==> src/rtl/kyber_pkg.sv <==
// -----------------------------------------------------------------------------
// kyber_pkg
// Shared constants and types for the Kyber (q = 3329) arithmetic blocks.
//   Q          : Kyber modulus
//   QINV       : q^-1 mod 2^16 as a signed 16-bit value (62209 unsigned)
//   BARRETT_V  : Barrett constant round(2^26 / q)
//   coeff_t    : signed 16-bit polynomial coefficient
// -----------------------------------------------------------------------------
package kyber_pkg;

   localparam int Q         = 3329;
   localparam int QINV      = -3327;
   localparam int BARRETT_V = 20159;

   typedef logic signed [15:0] coeff_t;

endpackage

==> src/rtl/montgomery_reduce.sv <==
// -----------------------------------------------------------------------------
// montgomery_reduce
// Combinational Montgomery reduction: r = a * 2^-16 mod q, with r in (-q, q)
// whenever |a| < q * 2^15.
// Ports:
//   a : 32-bit signed input (typically a coefficient x twiddle product)
//   r : 16-bit signed reduced result
// -----------------------------------------------------------------------------
module montgomery_reduce
   import kyber_pkg::*;
(
   input  logic signed [31:0] a,
   output coeff_t             r
);

   localparam logic signed [47:0] QINV_W = 48'(QINV);
   localparam logic signed [47:0] Q_W    = 48'(Q);

   logic signed [47:0] a_ext;
   logic signed [47:0] a_qinv;
   logic signed [15:0] m;
   logic signed [47:0] m_ext;
   logic signed [47:0] mq;
   logic signed [47:0] t;
   logic               unused_bits;

   assign a_ext  = 48'(a);
   assign a_qinv = a_ext * QINV_W;

   // m is chosen so that a - m*q is divisible by 2^16; only the low
   // 16 bits of a*QINV matter and they are reinterpreted as signed.
   assign m      = a_qinv[15:0];
   assign m_ext  = 48'(m);
   assign mq     = m_ext * Q_W;
   assign t      = a_ext - mq;

   // Low 16 bits of t are zero by construction, so the arithmetic shift
   // by 16 is just a slice of bits [31:16].
   assign r      = t[31:16];

   assign unused_bits = ^{a_qinv[47:16], t[47:32], t[15:0]};

endmodule

==> src/rtl/ntt_butterfly.sv <==
// -----------------------------------------------------------------------------
// ntt_butterfly
// Two-stage pipelined Kyber NTT butterfly.
//   inv = 0 (Cooley-Tukey):     t = fqmul(v, zeta); upper = u + t; lower = u - t
//   inv = 1 (Gentleman-Sande):  upper = barrett(u + v); lower = fqmul(v - u, zeta)
// One operand set accepted per clock, results appear 2 clocks later, no
// backpressure. Outputs hold their last value while out_valid is low.
// Ports:
//   clk        rising-edge clock
//   rst        asynchronous active-high reset
//   in_valid   operand set present this cycle
//   inv        butterfly mode, sampled with in_valid
//   u, v       signed coefficients (upper / lower input)
//   zeta       signed twiddle in Montgomery domain
//   out_valid  results valid
//   out_upper  signed upper result
//   out_lower  signed lower result
// -----------------------------------------------------------------------------
module ntt_butterfly
   import kyber_pkg::*;
(
   input  logic   clk,
   input  logic   rst,
   input  logic   in_valid,
   input  logic   inv,
   input  coeff_t u,
   input  coeff_t v,
   input  coeff_t zeta,
   output logic   out_valid,
   output coeff_t out_upper,
   output coeff_t out_lower
);

   // ---------------- stage 1: pre-add (GS) and multiply ----------------
   coeff_t             gs_sum;
   coeff_t             gs_diff;
   coeff_t             mul_op;
   coeff_t             pass_op;
   logic signed [31:0] prod;

   // GS sum/difference deliberately wrap at 16 bits before use.
   assign gs_sum  = u + v;
   assign gs_diff = v - u;
   assign mul_op  = inv ? gs_diff : v;
   assign pass_op = inv ? gs_sum  : u;
   assign prod    = 32'(mul_op) * 32'(zeta);

   logic               s1_valid;
   logic               s1_inv;
   logic signed [31:0] s1_p;
   coeff_t             s1_a;

   always_ff @(posedge clk or posedge rst) begin
      if (rst) begin
         s1_valid <= 1'b0;
         s1_inv   <= 1'b0;
         s1_p     <= '0;
         s1_a     <= '0;
      end else begin
         s1_valid <= in_valid;
         if (in_valid) begin
            s1_inv <= inv;
            s1_p   <= prod;
            s1_a   <= pass_op;
         end
      end
   end

   // ---------------- stage 2: reductions and final add/sub --------------
   coeff_t r;

   montgomery_reduce u_mont (
      .a (s1_p),
      .r (r)
   );

   // Barrett: a - q * ((V*a + 2^25) >>> 26). |V*a| < 2^31 for any 16-bit a.
   logic signed [31:0] b_prod;
   logic signed [31:0] b_quot;
   logic signed [31:0] b_full;
   coeff_t             barrett_res;
   logic               unused_barrett_hi;

   assign b_prod      = 32'(BARRETT_V) * 32'(s1_a) + 32'(1 << 25);
   assign b_quot      = b_prod >>> 26;
   assign b_full      = 32'(s1_a) - b_quot * 32'(Q);
   assign barrett_res = b_full[15:0];
   assign unused_barrett_hi = ^b_full[31:16];

   coeff_t upper_next;
   coeff_t lower_next;

   always_comb begin
      upper_next = s1_a + r;
      lower_next = s1_a - r;
      if (s1_inv) begin
         upper_next = barrett_res;
         lower_next = r;
      end
   end

   always_ff @(posedge clk or posedge rst) begin
      if (rst) begin
         out_valid <= 1'b0;
         out_upper <= '0;
         out_lower <= '0;
      end else begin
         out_valid <= s1_valid;
         if (s1_valid) begin
            out_upper <= upper_next;
            out_lower <= lower_next;
         end
      end
   end

endmodule

==> config.mk <==
export PLATFORM = sky130hd
export DESIGN_NAME = ntt_butterfly
export DESIGN_NICKNAME = d
export VERILOG_FILES = /design/src/rtl/kyber_pkg.sv /design/src/rtl/montgomery_reduce.sv /design/src/rtl/ntt_butterfly.sv
export SDC_FILE = /design/constraint.sdc
export NUM_CORES = 2
export LEC_CHECK = 0
export CAP_MARGIN = 20
export CORE_MARGIN = 2
export CORE_UTILIZATION = 44
export CTS_CLUSTER_SIZE = 16
export DETAILED_ROUTE_END_ITERATION = 16
export PLACE_DENSITY_LB_ADDON = 0.2
export SLEW_MARGIN = 20
export SYNTH_ARGS = -nofsm -noshare
export SYNTH_HDL_FRONTEND = slang
export SYNTH_SLANG_ARGS = --single-unit
==> constraint.sdc <==
create_clock -name clk -period 13.3 [get_ports clk]
set_input_delay 2.66 -clock clk [delete_from_list [all_inputs] [get_ports clk]]
set_output_delay 2.66 -clock clk [all_outputs]
set_load 0.05 [all_outputs]
==> reports/metrics.csv <==
metric,value,unit
status,completed,
# Max-Cap Violations,0,
CP Max Fanout,23,
I/O pin count,85,
minimum clock period,11210,ps
syn avg cell area,9.08,sq um
CP most frequent cell,fa_1,
slowest library cell on the worst path,fa_1,
Final Cycle Share,84.3,%
WS Path Type,primary input to flop,
critical path required time,13560,ps
vias in the first global route,20200,
Residual DRC,0,
number of clock sinks,83,
Detailed Routing Iterations Pass 1,5,
CTS max path bufs,2,
"Slew Viols, Final",0,
routability cong.,0.889,
first-pass GRT wire length,106000,um
Fin. Hold Viols,0,
sequential share of the synthesized area,7.85,%
Synth warnings,0,
placed cell area,0.0280,sq mm
Antenna Violating Nets Remaining,0,
via count,19200,
via-per-instance ratio,5.17,
Area contributors post-synth,"fa_1, ha_1, inv_1, dfrtp_1, xnor2_1",
final wirelength,63300,um
Final Instance Area,0.0283,sq mm
Synth Register Bits,83,
Post-synth EDFFs,0,
initial antenna violation count,0,
antenna fix cells,0,
CP startpoint kind,primary input,
Yosys cell types,81,
CP arrival,11470,ps
largest area contributor in the netlist,fa_1,
Root Driver,clkbuf_16,
1st-iter DRT viols,1046,
DR WL/cell,17.0,um
Most used DFF post-synth,dfrtp_1,
CTS tree,yes,
hpwl dp,54100,um
post-route setup TNS,0,ps
async set-or-reset flop fraction in the synthesized netlist,100,%
area delta synth->final,7.10,%
cts bufs inserted,9,
clock latency on the worst-skew pair,380,ps
clock skew,16.8,ps
Hold Crit Class,flop to flop,
slew margin rel.,22.5,%
RSZ-0062 raised after global routing,false,
WP buf/inv,4,
hold_buf cts,0,
post-synthesis cell count,2913,
final net count,3891,
core area,0.0592,sq mm
clk slew on worst S/H paths,70,ps
Setup Buffers After CTS,0,
largest net degree at the start of global routing,76,
Die Y,249,um
"Remaining Overflow, GRT",0,
die extent in x,249,um
family with the most delay on the worst path,adder cells,
hold_ws,509,ps
post_cts resized,0,
Max stage delay on crit path,700,ps
top cell type's share of synthesized area,32.2,%
Initial Util,44.7,%
maximum clock rate,0.0892,GHz
fraction of layout cells with a size suffix above 1,2.95,%
syn nets,3863,
num rows,89,
Worst-Margin Slew,1150,ps
Worst setup EP type,flop,
CTS H-tree lvls,3,
IO Port Bufs,84,
die area,0.0621,sq mm
setup violators final,0,
Mapped Area,0.0265,sq mm
Global Route Usage Sum,21.0,%
==> state kept, by name (all words and copies together) (netlist names) <==
| register | flops |
|---|---|
| s1_valid | 1 |
| out_valid | 1 |
| s1_inv | 1 |
| out_lower | 16 |
| out_upper | 16 |
| s1_a | 16 |
| s1_p | 32 |
==> area by class of cell <==
class	instances	area [sq um]
repair buffers	96	921
fillers	5710	30900
inverters	680	2550
flip-flops and latches	83	2080
clock buffers	10	239
clock inverters	6	53.8
well taps	773	967
multi-input cells	2071	21500
==> cell usage in the layout (no fill, tap or decap), drive strengths merged, types with 17 or more instances in the layout <==
master	Yosys	routed
nor2b	36	36
fa	426	426
ha	472	472
and2	86	86
nand3	28	28
o21bai	20	20
dfrtp	83	83
o211ai	18	18
o21ai	84	84
or2	17	17
nand2b	23	23
xnor2	102	102
inv	680	683
mux2	18	18
a21oi	116	116
nand2	231	231
nor2	116	116
nor3	25	25
xor2	37	37
clkdlybuf4s50	0	82
a21o	42	42
==> routing by layer <==
metal | track usage, % | wire [um] | share of wire, %
met2 | 34.2 | 28900 | 46
met4 | 4.87 | 1380 | 2.2
met1 | 29.6 | 30300 | 48
met3 | 2.81 | 2740 | 4.3
met5 | 0 | 0 | 0
==> synthesized netlist by cell type, types with 4 or more instances <==
library cell,count
a211o_1,11
a211oi_1,15
a21o_1,42
a21oi_1,114
a311o_1,5
a31oi_1,14
and2_1,86
and3_1,9
buf_1,10
buf_2,5
clkbuf_1,59
dfrtp_1,83
fa_1,426
ha_1,472
inv_1,680
mux2_2,17
mux2i_1,11
nand2_1,231
nand2b_1,23
nand3_1,28
nand4_1,12
nor2_1,116
nor2b_1,36
nor3_1,25
o211ai_1,18
o21a_1,12
o21ai_0,80
o21bai_1,20
o31ai_1,10
or2_2,16
or3_1,13
or4_1,4
xnor2_1,101
xor2_1,37
==> final timing paths <==
path / slack [ps] / end / depth (start not counted) / startpoint
worst max-delay path: 2090 / s1_p[30]$_DFFE_PP0P_ / 30 / u[1]
worst max register to register: 2870 / out_lower[14]$_DFFE_PP0P_ / 37 / s1_p[3]$_DFFE_PP0P_
min in group asynchronous: 2740 / s1_p[8]$_DFFE_PP0P_ / 2 / rst
worst min register to register: 510 / s1_p[22]$_DFFE_PP0P_ / 1 / s1_p[22]$_DFFE_PP0P_
max in group asynchronous: 9470 / out_upper[9]$_DFFE_PP0P_ / 3 / rst
worst min-delay path: 510 / s1_p[22]$_DFFE_PP0P_ / 1 / s1_p[22]$_DFFE_PP0P_
==> through the flow <==
stage	worst slack [ps]	utilization, %	instances
after floorplan	2710	-	2913
after global placement	1900	47.3	3703
after detailed placement	1730	47.3	3703
after CTS	2130	47.8	3719
after global routing	1680	47.8	3719
final	2090	47.8	3719
==> logic make-up (layout without fill, tap and decap cells) <==
kind of cell             count (synthesis)  in the layout  share of synthesized area [%]
adder cells (fa/ha/maj)                898            898                           54.6
buffers and inverters                  759            792                           10.9
AND/OR/NAND/NOR                        611            611                           11.0
AO/OA/AOI/OAI                          393            393                           9.70
XOR/XNOR                               140            140                           4.76
flip-flops                              83             83                           7.85
multiplexers                            29             29                           1.20
Power is left out: the tool's default activity adds up to more than one toggle a clock period on the data nets, which glitch-free logic cannot reach.
